==> src/rtl/ula_dr_pkg.sv <==
// rtl/ula_dr_pkg.sv - rail codes, widths and shared types for the NCL ULA result capture
package ula_dr_pkg;

    localparam logic [1:0] DR_ONE  = 2'b10;
    localparam logic [1:0] DR_ZERO = 2'b01;
    localparam logic [1:0] DR_NULL = 2'b00;

    localparam int ULA_DR_WIDTH = 16;
    localparam int ULA_BITS     = 5;
    localparam int ULA_PAIRS    = ULA_DR_WIDTH / 2;

    typedef enum logic [1:0] {
        WAIT_NULL,
        WAIT_DATA,
        PUSH
    } capture_state_e;

    typedef struct packed {
        logic [ULA_BITS-1:0] data;
        logic                ovf;
        logic                neg;
        logic                zero;
    } ula_result_t;

    function automatic logic dr_is_data(input logic [1:0] pair);
        return (pair == DR_ONE) || (pair == DR_ZERO);
    endfunction

endpackage

==> src/rtl/ula_result_capture_if.sv <==
// rtl/ula_result_capture_if.sv - dual-rail ULA outputs, NCL acknowledge and decoded result stream
interface ula_result_capture_if;
    import ula_dr_pkg::*;

    logic [2*ULA_BITS-1:0] Out;
    logic [1:0]            Overflow;
    logic [1:0]            Neg;
    logic [1:0]            Zero;
    logic                  Ko;
    logic                  ResValid;
    logic                  ResReady;
    logic [ULA_BITS-1:0]   ResData;
    logic                  ResOverflow;
    logic                  ResNeg;
    logic                  ResZero;
    logic                  CodeError;
    logic                  Timeout;
    logic                  ErrClr;

    // slave is the capture block; master is the ULA plus the result consumer
    modport slave (
        input  Out, Overflow, Neg, Zero, ResReady, ErrClr,
        output Ko, ResValid, ResData, ResOverflow, ResNeg, ResZero, CodeError, Timeout
    );

    modport master (
        output Out, Overflow, Neg, Zero, ResReady, ErrClr,
        input  Ko, ResValid, ResData, ResOverflow, ResNeg, ResZero, CodeError, Timeout
    );

endinterface

==> src/rtl/ula_result_fifo.sv <==
// rtl/ula_result_fifo.sv - synchronous valid/ready FIFO, power-of-two depth
module ula_result_fifo #(
    parameter int WIDTH = 8,
    parameter int DEPTH = 2
) (
    input  logic             i_clk,
    input  logic             i_rst,
    input  logic             i_s_tvalid,
    output logic             o_s_tready,
    input  logic [WIDTH-1:0] i_s_tdata,
    output logic             o_m_tvalid,
    input  logic             i_m_tready,
    output logic [WIDTH-1:0] o_m_tdata
);

    localparam int PTR_W = (DEPTH > 1) ? $clog2(DEPTH) : 1;
    localparam int CNT_W = PTR_W + 1;
    localparam logic [CNT_W-1:0] CNT_FULL = CNT_W'(DEPTH);

    logic [WIDTH-1:0] r_mem [DEPTH];
    logic [PTR_W-1:0] r_wr_ptr;
    logic [PTR_W-1:0] r_rd_ptr;
    logic [CNT_W-1:0] r_count;

    logic w_full;
    logic w_wr;
    logic w_rd;

    assign w_full     = (r_count == CNT_FULL);
    assign o_m_tvalid = (r_count != '0);
    assign w_rd       = o_m_tvalid && i_m_tready;
    // A read in the same cycle frees the slot, so a full FIFO still accepts a write
    assign o_s_tready = !w_full || w_rd;
    assign w_wr       = i_s_tvalid && o_s_tready;
    assign o_m_tdata  = r_mem[r_rd_ptr];

    always_ff @(posedge i_clk or posedge i_rst) begin
        if (i_rst) begin
            for (int i = 0; i < DEPTH; i++) begin
                r_mem[i] <= '0;
            end
            r_wr_ptr <= '0;
            r_rd_ptr <= '0;
            r_count  <= '0;
        end else begin
            if (w_wr) begin
                r_mem[r_wr_ptr] <= i_s_tdata;
                r_wr_ptr        <= r_wr_ptr + 1'b1;
            end
            if (w_rd) begin
                r_rd_ptr <= r_rd_ptr + 1'b1;
            end
            case ({w_wr, w_rd})
                2'b10:   r_count <= r_count + 1'b1;
                2'b01:   r_count <= r_count - 1'b1;
                default: r_count <= r_count;
            endcase
        end
    end

endmodule

==> src/rtl/ula_result_capture.sv <==
// rtl/ula_result_capture.sv - samples dual-rail ULA outputs, runs the NCL handshake and queues decoded results
module ula_result_capture
    import ula_dr_pkg::*;
#(
    parameter int SYNC_STAGES    = 2,
    parameter int STABLE_CYCLES  = 2,
    parameter int FIFO_DEPTH     = 2,
    parameter int TIMEOUT_CYCLES = 1024
) (
    input  logic                Clk,
    input  logic                Rst,
    ula_result_capture_if.slave bus
);

    localparam int STAB_W = $clog2(STABLE_CYCLES + 1);
    localparam logic [STAB_W-1:0] STAB_MAX = STAB_W'(STABLE_CYCLES);
    localparam logic [STAB_W-1:0] STAB_THR = STAB_W'(STABLE_CYCLES - 1);

    localparam int WARM_CYCLES = SYNC_STAGES + 1;
    localparam int WARM_W      = $clog2(WARM_CYCLES + 1);
    localparam logic [WARM_W-1:0] WARM_DONE = WARM_W'(WARM_CYCLES);

    localparam int TO_W = $clog2(TIMEOUT_CYCLES + 1);
    localparam logic [TO_W-1:0] TO_MAX  = TO_W'(TIMEOUT_CYCLES);
    localparam logic [TO_W-1:0] TO_LAST = TO_W'(TIMEOUT_CYCLES - 1);

    logic [ULA_DR_WIDTH-1:0] r_sync [SYNC_STAGES];
    logic [ULA_DR_WIDTH-1:0] r_prev;
    logic [STAB_W-1:0]       r_stab;
    logic [WARM_W-1:0]       r_warm;
    logic [TO_W-1:0]         r_to;
    capture_state_e          r_state;
    ula_result_t             r_result;
    logic                    r_code_err;
    logic                    r_timeout;

    logic [ULA_DR_WIDTH-1:0] w_rails;
    logic [ULA_DR_WIDTH-1:0] w_sync;
    logic [STAB_W-1:0]       w_stab_next;
    logic                    w_warm;
    logic                    w_stable;
    logic                    w_all_data;
    logic                    w_all_null;
    logic                    w_illegal;
    ula_result_t             w_decoded;
    ula_result_t             w_head;
    capture_state_e          w_state_next;
    logic                    w_ko;
    logic                    w_ko_next;
    logic                    w_push;
    logic                    w_capture;
    logic                    w_code_err_set;
    logic                    w_to_run;
    logic                    w_to_set;
    logic                    w_fifo_ready;
    logic                    w_fifo_valid;

    assign w_rails = {bus.Zero, bus.Neg, bus.Overflow, bus.Out};
    assign w_sync  = r_sync[SYNC_STAGES-1];
    assign w_warm  = (r_warm == WARM_DONE);

    // Synchronizer chain plus stability tracking. Until the chain has refilled
    // with real samples after reset, nothing is considered stable.
    always_ff @(posedge Clk or posedge Rst) begin
        if (Rst) begin
            for (int i = 0; i < SYNC_STAGES; i++) begin
                r_sync[i] <= '0;
            end
            r_prev <= '0;
            r_stab <= '0;
            r_warm <= '0;
        end else begin
            r_sync[0] <= w_rails;
            for (int i = 1; i < SYNC_STAGES; i++) begin
                r_sync[i] <= r_sync[i-1];
            end
            r_prev <= w_sync;
            if (!w_warm) begin
                r_warm <= r_warm + 1'b1;
            end
            r_stab <= (w_ko_next != w_ko) ? '0 : w_stab_next;
        end
    end

    always_comb begin
        w_stab_next = '0;
        if (w_warm && (w_sync == r_prev)) begin
            w_stab_next = (r_stab == STAB_MAX) ? r_stab : r_stab + 1'b1;
        end
    end

    assign w_stable = w_warm && (w_stab_next >= STAB_THR);

    always_comb begin
        w_all_data = 1'b1;
        w_all_null = 1'b1;
        w_illegal  = 1'b0;
        for (int p = 0; p < ULA_PAIRS; p++) begin
            w_all_data = w_all_data & dr_is_data(w_sync[2*p +: 2]);
            w_all_null = w_all_null & (w_sync[2*p +: 2] == DR_NULL);
            w_illegal  = w_illegal  | (&w_sync[2*p +: 2]);
        end
    end

    // The TRUE rail of a complete pair is the single-rail value
    always_comb begin
        w_decoded = '0;
        for (int i = 0; i < ULA_BITS; i++) begin
            w_decoded.data[i] = w_sync[2*i+1];
        end
        w_decoded.ovf  = w_sync[2*ULA_BITS+1];
        w_decoded.neg  = w_sync[2*ULA_BITS+3];
        w_decoded.zero = w_sync[2*ULA_BITS+5];
    end

    always_ff @(posedge Clk or posedge Rst) begin
        if (Rst) begin
            r_state <= WAIT_NULL;
        end else begin
            r_state <= w_state_next;
        end
    end

    always_comb begin
        w_state_next   = r_state;
        w_push         = 1'b0;
        w_capture      = 1'b0;
        w_code_err_set = 1'b0;
        w_ko           = (r_state != WAIT_NULL);
        case (r_state)
            WAIT_NULL: begin
                if (w_stable && w_all_null) begin
                    w_state_next = WAIT_DATA;
                end
            end
            WAIT_DATA: begin
                if (w_stable && w_all_data) begin
                    w_capture    = 1'b1;
                    w_state_next = PUSH;
                end else if (w_stable && w_illegal) begin
                    w_code_err_set = 1'b1;
                    w_state_next   = WAIT_NULL;
                end
            end
            PUSH: begin
                if (w_fifo_ready) begin
                    w_push       = 1'b1;
                    w_state_next = WAIT_NULL;
                end
            end
            default: begin
                w_state_next = WAIT_NULL;
            end
        endcase
    end

    assign w_ko_next = (w_state_next != WAIT_NULL);

    assign w_to_run = (r_state != PUSH) && (w_state_next == r_state);
    assign w_to_set = w_to_run && (r_to == TO_LAST);

    always_ff @(posedge Clk or posedge Rst) begin
        if (Rst) begin
            r_to       <= '0;
            r_result   <= '0;
            r_code_err <= 1'b0;
            r_timeout  <= 1'b0;
        end else begin
            if (!w_to_run) begin
                r_to <= '0;
            end else if (r_to != TO_MAX) begin
                r_to <= r_to + 1'b1;
            end
            if (w_capture) begin
                r_result <= w_decoded;
            end
            // A set in the same cycle as ErrClr wins
            if (w_code_err_set) begin
                r_code_err <= 1'b1;
            end else if (bus.ErrClr) begin
                r_code_err <= 1'b0;
            end
            if (w_to_set) begin
                r_timeout <= 1'b1;
            end else if (bus.ErrClr) begin
                r_timeout <= 1'b0;
            end
        end
    end

    ula_result_fifo #(
        .WIDTH ($bits(ula_result_t)),
        .DEPTH (FIFO_DEPTH)
    ) u_fifo (
        .i_clk      (Clk),
        .i_rst      (Rst),
        .i_s_tvalid (w_push),
        .o_s_tready (w_fifo_ready),
        .i_s_tdata  (r_result),
        .o_m_tvalid (w_fifo_valid),
        .i_m_tready (bus.ResReady),
        .o_m_tdata  (w_head)
    );

    assign bus.Ko          = w_ko;
    assign bus.ResValid    = w_fifo_valid;
    assign bus.ResData     = w_head.data;
    assign bus.ResOverflow = w_head.ovf;
    assign bus.ResNeg      = w_head.neg;
    assign bus.ResZero     = w_head.zero;
    assign bus.CodeError   = r_code_err;
    assign bus.Timeout     = r_timeout;

endmodule

==> src/flat_wrapper.sv <==
// flat-port wrapper written by rule: the top's interface ports become plain ports
module ula_result_capture_flat import ula_dr_pkg::*;
#(
    parameter int SYNC_STAGES    = 2,
    parameter int STABLE_CYCLES  = 2,
    parameter int FIFO_DEPTH     = 2,
    parameter int TIMEOUT_CYCLES = 1024
)
  (Clk, Rst, bus_Out, bus_Overflow, bus_Neg, bus_Zero, bus_ResReady, bus_ErrClr, bus_Ko, bus_ResValid, bus_ResData, bus_ResOverflow, bus_ResNeg, bus_ResZero, bus_CodeError, bus_Timeout);
  ula_result_capture_if bus_i ();
  input  logic Clk;
  input  logic Rst;
  input wire logic [$bits(bus_i.Out)-1:0] bus_Out;
  input wire logic [$bits(bus_i.Overflow)-1:0] bus_Overflow;
  input wire logic [$bits(bus_i.Neg)-1:0] bus_Neg;
  input wire logic [$bits(bus_i.Zero)-1:0] bus_Zero;
  input wire logic [$bits(bus_i.ResReady)-1:0] bus_ResReady;
  input wire logic [$bits(bus_i.ErrClr)-1:0] bus_ErrClr;
  output wire logic [$bits(bus_i.Ko)-1:0] bus_Ko;
  output wire logic [$bits(bus_i.ResValid)-1:0] bus_ResValid;
  output wire logic [$bits(bus_i.ResData)-1:0] bus_ResData;
  output wire logic [$bits(bus_i.ResOverflow)-1:0] bus_ResOverflow;
  output wire logic [$bits(bus_i.ResNeg)-1:0] bus_ResNeg;
  output wire logic [$bits(bus_i.ResZero)-1:0] bus_ResZero;
  output wire logic [$bits(bus_i.CodeError)-1:0] bus_CodeError;
  output wire logic [$bits(bus_i.Timeout)-1:0] bus_Timeout;
  assign bus_i.Out = bus_Out;
  assign bus_i.Overflow = bus_Overflow;
  assign bus_i.Neg = bus_Neg;
  assign bus_i.Zero = bus_Zero;
  assign bus_i.ResReady = bus_ResReady;
  assign bus_i.ErrClr = bus_ErrClr;
  assign bus_Ko = bus_i.Ko;
  assign bus_ResValid = bus_i.ResValid;
  assign bus_ResData = bus_i.ResData;
  assign bus_ResOverflow = bus_i.ResOverflow;
  assign bus_ResNeg = bus_i.ResNeg;
  assign bus_ResZero = bus_i.ResZero;
  assign bus_CodeError = bus_i.CodeError;
  assign bus_Timeout = bus_i.Timeout;
  ula_result_capture #(.SYNC_STAGES(SYNC_STAGES), .STABLE_CYCLES(STABLE_CYCLES), .FIFO_DEPTH(FIFO_DEPTH), .TIMEOUT_CYCLES(TIMEOUT_CYCLES)) u_core (.Clk(Clk), .Rst(Rst), .bus(bus_i));
endmodule
==> config.mk <==
export PLATFORM = sky130hd
export DESIGN_NAME = ula_result_capture_flat
export DESIGN_NICKNAME = d
export VERILOG_FILES = /design/src/rtl/ula_dr_pkg.sv /design/src/rtl/ula_result_capture_if.sv /design/src/rtl/ula_result_fifo.sv /design/src/rtl/ula_result_capture.sv /design/src/flat_wrapper.sv
export SDC_FILE = /design/constraint.sdc
export NUM_CORES = 1
export LEC_CHECK = 0
export ABC_CLOCK_PERIOD_IN_PS = 6500
export CORE_ASPECT_RATIO = 0.6
export CORE_UTILIZATION = 55
export CTS_BUF_LIST = sky130_fd_sc_hd__clkbuf_2
export CTS_CLUSTER_SIZE = 8
export DETAILED_ROUTE_END_ITERATION = 7
export PLACE_DENSITY = 0.77
export RECOVER_POWER = 100
export SYNTH_ARGS = -nofsm -noshare
export SYNTH_HDL_FRONTEND = slang
export SYNTH_SLANG_ARGS = --single-unit
==> constraint.sdc <==
create_clock -name Clk -period 6.5 [get_ports Clk]
set_clock_uncertainty 0.05 [all_clocks]
set_input_delay 0.975 -clock Clk [delete_from_list [all_inputs] [get_ports Clk]]
set_output_delay 0.975 -clock Clk [all_outputs]
set_load 0.02 [all_outputs]
==> summary.txt, run 1 <==
=======================================================================================
Max Slew Vio Count .......................................................            0
Critical path data arrival time ..........................................      2230 ps
Clock H-tree levels ......................................................            3
Final hold slack .........................................................     330.4 ps
Class of the tightest hold or removal check .............................. register to register
Unrepaired setup endpoints after global routing ..........................           no
Dominant synthesized flop cell ...........................................      dfrtp_1
Number of hold-repair buffers added at the cts stage .....................            0
Worst Path Max Fanout ....................................................            9
Post-CTS sizing ..........................................................            0
Row count ................................................................           23
Worst-path clk slew ......................................................       230 ps
Wire length of the first global-routing pass .............................     10690 um
Diode insertion count for antenna repair .................................            0
Antenna-violating nets left ..............................................            0
Final design area excluding fillers ...................................... 0.004350 mm2
Synth top cells by count ................................................. dfrtp_1 (95), mux2_2 (34), inv_1 (24), xnor2_1 (24), nor2_1 (23)
Summed negative setup slack over all endpoints ...........................         0 ps
Post-route clock period utilization ......................................       50.01%
Layout cells sized above 1 ...............................................       16.22%
Detailed-router iteration count before antenna repair ....................            4
Y dimension of the die ...................................................     66.69 um
Max-cap violations .......................................................            0
Sequential share of the synthesized area .................................       61.97%
Finish-stage setup viols .................................................            0
Area contributors post-synth ............................................. dfrtp_1 (62%), mux2_2 (10%), ha_1 (6.8%)
Initial antenna violation count ..........................................            0
Worst-case headroom to the max-slew limit ................................       32.79%
Clk Latency, worst-skew pair .............................................       560 ps
Clock tree from TritonCTS ................................................         done
Routed via count divided by cell count ...................................        5.157
Minimum clock period .....................................................      3251 ps
Leakage ..................................................................     2.099 nW
Horizontal die dimension .................................................     109.8 um
Worst-case vdd ir drop ...................................................    0.2268 mV
Via count of the first global-routing pass ...............................         2191
Critical path capture point ..............................................  bus_ResZero
Peak clock frequency supported by timing .................................   0.3076 GHz
DIE AREA ................................................................. 0.007324 mm2
Number of violations reported at the end of detailed-routing iteration 0 .          122
Hpwl dp ..................................................................      4619 um
Count of vias placed by the detailed router ..............................         2166
Maximum buffer depth of the clock tree ...................................            2
Total power draw .........................................................     947.3 uW
Area overhead of the layout relative to synthesis ........................       13.41%
Global Route Usage Sum ...................................................       20.64%
Biggest area consumer among synthesized cells ............................      dfrtp_1
Clock root buffer master .................................................     clkbuf_2
Count of buffers from port buffering .....................................           31
Final GP Congestion ......................................................       0.8541
Top-level port count .....................................................           32
Dpl cell area ............................................................ 0.004245 mm2
Mapped cell area ......................................................... 0.003836 mm2
R2R Path Start ........................................................... u_core.w_sync[15]$_DFF_PP0_
Register cell area after layout .......................................... 0.002377 mm2
Final net count ..........................................................          369
Worst reg-to-reg setup slack .............................................      3550 ps
Total setup buffers inserted after CTS ...................................            0
Most frequent cell after synthesis .......................................      dfrtp_1
Syn nets .................................................................          329
TritonCTS Buffers ........................................................            9
Start point of the critical path ......................................... u_core.u_fifo.r_rd_ptr$_DFFE_PP0P_
Final Hold Fails .........................................................            0
Footprint of the multi-input gates ....................................... 0.001338 mm2
WL final .................................................................      6245 um
RR Endpoint .............................................................. u_core.bus.Timeout$_DFFE_PP0P_
Core area ................................................................ 0.006705 mm2
Async SR Flop Fraction ...................................................       100.0%
Clock Sink Count .........................................................           95
Number of enable-type register cells in the synthesized netlist ..........            0
Worst setup EP type ......................................................  output port
Slew at the pin closest to its max-slew limit ............................      1008 ps
R2r worst-path depth .....................................................            6
Ys Warns .................................................................            0
Total power divided by cell area ......................................... 217.7 mW/mm2
Number of cells produced by synthesis ....................................          288
Kind of start point of the critical path .................................     register
Routed wire length per instance ..........................................     14.87 um
Mean post-synth cell area ................................................    13.32 um2
Layout fillers ...........................................................          527
Maximum number of pins on one net before global-route repair .............           85
Status ................................................................... finished, final reports clean
Fraction of post-synthesis cell area in the top cell type by area ........       61.97%
Remaining routing DRC violations .........................................            0
Worst setup path category ................................................ register to output port
Unique masters post-synth ................................................           32
Crit path required time ..................................................      5470 ps
Leftover overflow at the end of global routing ...........................            0
Number of flip-flops and latches in the synthesized netlist ..............           95
Starting Density .........................................................       57.21%
=======================================================================================
[where the power goes]
part           internal [mW]  switching (mW)  leakage, nW
registers              0.607          0.0117         1.19
clock network         0.0926           0.189       0.0706
logic                 0.0207          0.0266        0.837
[metrics by stage]
step / cells / utilization (%) / setup slack (ps)
final: 420 / 64.88 / 3249
after global routing: 420 / 64.88 / 3083
after CTS: 420 / 65.07 / 3273
after detailed placement: 404 / 63.31 / 3807
after global placement: 404 / 63.31 / 3880
after floorplan: 288 / - / 2998
[cell type report]
class	count	share of cell area, %
inverters	24	2.100
clock inverters	6	1.553
multi-input cells	166	30.74
well taps	87	2.502
clock buffers	10	1.150
flip-flops and latches	95	54.64
repair buffers	32	7.305
[logic make-up (layout without fill, tap and decap cells)]
logic type	count (synthesis)	in the layout	synth area share, %
XOR/XNOR	31	31	7.078
multiplexers	35	35	10.37
AND/OR/NAND/NOR	69	69	9.198
AO/OA/AOI/OAI	10	10	1.696
adder cells (fa/ha/maj)	21	21	6.849
flip-flops	95	95	61.97
buffers and inverters	27	72	2.837
[critical path, cell delays in order, from the launching register on]
cell and delay (ps):
dfrtp_1 630, mux2_2 380, dlygate4sd3_1 650
[cells in the final DEF (no fill, tap or decap), types with 2 or more instances in the layout]
| master | n |
|---|---|
| nand4_1 | 10 |
| inv_1 | 23 |
| dlygate4sd3_1 | 30 |
| nor2_1 | 24 |
| ha_1 | 21 |
| mux2_2 | 34 |
| nand2_1 | 9 |
| clkbuf_2 | 10 |
| a21oi_1 | 4 |
| nand3_1 | 10 |
| dfrtp_1 | 95 |
| xor2_1 | 7 |
| and3_1 | 2 |
| nor4_1 | 5 |
| xnor2_1 | 24 |
| inv_6 | 2 |
| or2_2 | 2 |
[metal layers]
layer	global-route usage, %	part of all wire, %	wire length (um)	vias to the layer above
li1	-	-	-	1044
met1	27.73	48	2992	1079
met2	30.55	46	2858	37
met3	8.806	5.4	336	6
met4	5.833	0.91	57	0
met5	0	0	0	-
[sequential cells by signal, indices dropped and copies added (netlist names), 2 cells and up]
signal	cells
u_core.r_prev	16
u_core.r_sync	16
u_core.u_fifo.r_mem	16
u_core.w_sync	16
u_core.r_to	11
u_core.r_result	8
u_core.r_stab	2
u_core.r_state	2
u_core.r_warm	2
u_core.u_fifo.r_count	2
[worst min path at each step]
stage                                      from                          end  depth (start not counted)
floorplan           u_core.r_sync[16]$_DFF_PP0_   u_core.w_sync[0]$_DFF_PP0_                          0
global placement    u_core.r_sync[31]$_DFF_PP0_  u_core.w_sync[15]$_DFF_PP0_                          0
detailed placement  u_core.r_sync[24]$_DFF_PP0_   u_core.w_sync[8]$_DFF_PP0_                          0
CTS                 u_core.r_sync[24]$_DFF_PP0_   u_core.w_sync[8]$_DFF_PP0_                          0
global route        u_core.r_sync[16]$_DFF_PP0_   u_core.w_sync[0]$_DFF_PP0_                          0
finish              u_core.r_sync[24]$_DFF_PP0_   u_core.w_sync[8]$_DFF_PP0_                          0
(Power assumes the default switching activity.)
==> inputs of run 2 (changes only) <==
ABC_CLOCK_PERIOD_IN_PS = 3200   (was 6500)
clock period = 3.2 ns   (was 6.5 ns; I/O delays follow)
==> run 2 against run 1 <==
Net effect: largest power group unchanged; the flow now finishes with violations (max-capacitance violations, max-slew violations); core utilization increased by 0.50 points; hold slack got worse by 19 ps; design area up 0.78%; critical path depth is the same; non-clock buffer count is 1 higher; flip-flop and latch count is the same; register-to-register slack got worse by 3100 ps; worst setup slack got worse by 2900 ps; highest routed layer unchanged.
==> summary.txt, run 2 (synthesis gave the netlist of run 1 again) <==
=======================================================================================
Routed via count divided by cell count ...................................        5.183   was 5.157
Max Slew Vio Count .......................................................           38   was 0
Clk Latency, worst-skew pair .............................................       570 ps   was 560 ps
Global Route Usage Sum ...................................................       19.78%   was 20.64%
WL final .................................................................      6220 um   was 6245 um
Clock H-tree levels ......................................................            3   unchanged
Number of violations reported at the end of detailed-routing iteration 0 .           83   was 122
Row count ................................................................           23   unchanged
Number of hold-repair buffers added at the cts stage .....................            0   unchanged
Via count of the first global-routing pass ...............................         2161   was 2191
Status ................................................................... complete, but fails checks   was finished, final reports clean
Unrepaired setup endpoints after global routing ..........................           no   unchanged
Total setup buffers inserted after CTS ...................................            0   unchanged
Cell breakdown of the critical path ...................................... mux2_2 > dlygate4sd3_1   unchanged
Commonest cells after routing, fill and taps aside ....................... dfrtp_1 (95), mux2_2 (34), dlygate4sd3_1 (29), nor2_1 (24), xnor2_1 (24)   was dfrtp_1 (95), mux2_2 (34), dlygate4sd3_1 (30), nor2_1 (24), xnor2_1 (24)
Final Hold Fails .........................................................            0   unchanged
Post-CTS sizing ..........................................................            0   unchanged
Critical path data arrival time ..........................................      2270 ps   was 2230 ps
Remaining routing DRC violations .........................................            0   unchanged
Final net count ..........................................................          370   was 369
Failing checks ........................................................... max-capacitance violations, max-slew violations
Wire length of the first global-routing pass .............................     10420 um   was 10690 um
Horizontal die dimension .................................................     109.8 um   unchanged
Starting Density .........................................................       57.21%   unchanged
Hpwl dp ..................................................................      4540 um   was 4619 um
Commonest non-fill, non-tap cell in the layout ...........................      dfrtp_1   unchanged
Post-route clock period utilization ......................................       87.53%
Worst reg-to-reg setup slack .............................................       470 ps   was 3550 ps
Summed negative setup slack over all endpoints ...........................         0 ps   unchanged
Highest-delay cell along the critical path ...............................      dfrtp_1   was dlygate4sd3_1
Worst setup EP type ......................................................  output port   unchanged
Detailed-router iteration count before antenna repair ....................            4   unchanged
Cell type group with the largest total delay on the critical path ........   flip-flops   was buffers and inverters
TritonCTS Buffers ........................................................            9   unchanged
Y dimension of the die ...................................................     66.69 um   unchanged
Worst-path clk slew ......................................................       250 ps   was 230 ps
Crit path required time ..................................................      2670 ps   was 5470 ps
Worst Path Max Fanout ....................................................            9   unchanged
DIE AREA ................................................................. 0.007324 mm2   unchanged
Count of vias placed by the detailed router ..............................         2182   was 2166
Class of the tightest hold or removal check .............................. register to register   unchanged
Worst-case vdd ir drop ...................................................    0.3146 mV   was 0.2268 mV
Leftover overflow at the end of global routing ...........................            0   unchanged
Worst setup path category ................................................ register to output port   unchanged
Total power draw .........................................................     1.993 mW   was 947.3 uW
Initial antenna violation count ..........................................            0   unchanged
Peak clock frequency supported by timing .................................   0.3570 GHz
Area overhead of the layout relative to synthesis ........................       14.29%   was 13.41%
Delay of the slowest cell on the worst path ..............................       670 ps   was 650 ps
Worst setup slack after placement ........................................     858.7 ps   was 3807 ps
Antenna-violating nets left ..............................................            0   unchanged
Slew at the pin closest to its max-slew limit ............................      1669 ps   was 1008 ps
Clock Sink Count .........................................................           95   unchanged
Finish-stage setup viols .................................................            0   unchanged
Total power divided by cell area ......................................... 454.6 mW/mm2   was 217.7 mW/mm2
Kind of start point of the critical path .................................     register   unchanged
Clock root buffer master .................................................     clkbuf_2   unchanged
Minimum clock period .....................................................      2801 ps
Core area ................................................................ 0.006705 mm2   unchanged
Maximum number of pins on one net before global-route repair .............           59   was 85
Leakage ..................................................................     2.115 nW   was 2.099 nW
Final hold slack .........................................................     311.5 ps   was 330.4 ps
Routed wire length per instance ..........................................     14.77 um   was 14.87 um
Crit path buffers/inverters ..............................................            1   unchanged
Worst-case headroom to the max-slew limit ................................      -11.86%   was 32.79%
Clock tree from TritonCTS ................................................         done   unchanged
Final GP Congestion ......................................................       0.8687   was 0.8541
Maximum buffer depth of the clock tree ...................................            2   unchanged
Total instance count after detailed placement ............................          405   was 404
Final standard cell count with taps included and fillers excluded ........          421   was 420
Layout cells sized above 1 ...............................................       15.87%   was 16.22%
Count of buffers from port buffering .....................................           31   unchanged
Worst Setup Slack, final .................................................     399.2 ps   was 3249 ps
Top-level port count .....................................................           32   unchanged
Diode insertion count for antenna repair .................................            0   unchanged
Max-cap violations .......................................................            1   was 0
=======================================================================================
run 2: power by group:
part	internal [mW]	switching, mW
sequential	1.23	0.0231
combinational	0.0440	0.0549
clock	0.260	0.378
run 2: layout make-up:
| cell class | count | area (um2) |
|---|---|---|
| flip-flops and latches | 95 | 2377 |
| inverters | 24 | 91.34 |
| clock inverters | 6 | 85.08 |
| fillers | 509 | 2321 |
| clock buffers | 10 | 50.05 |
| well taps | 87 | 108.9 |
| multi-input cells | 166 | 1338 |
| repair buffers | 33 | 334.1 |
run 2: path summary, 6_finish.rpt:
kind                       cells after the start                                 end                               start
setup / recovery                               2                         bus_ResZero  u_core.u_fifo.r_rd_ptr$_DFFE_PP0P_
hold / removal                                 0          u_core.w_sync[5]$_DFF_PP0_         u_core.r_sync[21]$_DFF_PP0_
setup reg to reg                               7      u_core.bus.Timeout$_DFFE_PP0P_         u_core.w_sync[15]$_DFF_PP0_
hold reg to reg                                0          u_core.w_sync[5]$_DFF_PP0_         u_core.r_sync[21]$_DFF_PP0_
max in group asynchronous                      3          u_core.r_stab[1]$_DFF_PP0_                                 Rst
min in group asynchronous                      2  u_core.u_fifo.r_mem[4]$_DFFE_PP0P_                                 Rst
run 2: per-stage QoR:
step           cell area, um2  util (%)
3_3_place_gp             4265     63.61
4_1_cts                  4400     65.63
6_report                 4384     65.39
3_5_place_dp             4265     63.61
2_1_floorplan            3836         -
5_1_grt                  4384     65.39
run 2: per-layer routing:
layer | track usage, % | wire (um) | share of wire (%) | up-vias
met3 | 6.947 | 306 | 4.9 | 11
met2 | 27.34 | 2600 | 42 | 46
met1 | 28.44 | 3221 | 52 | 1074
li1 | - | - | - | 1051
met4 | 7.500 | 91 | 1.5 | 0
met5 | 0 | 0 | 0 | -
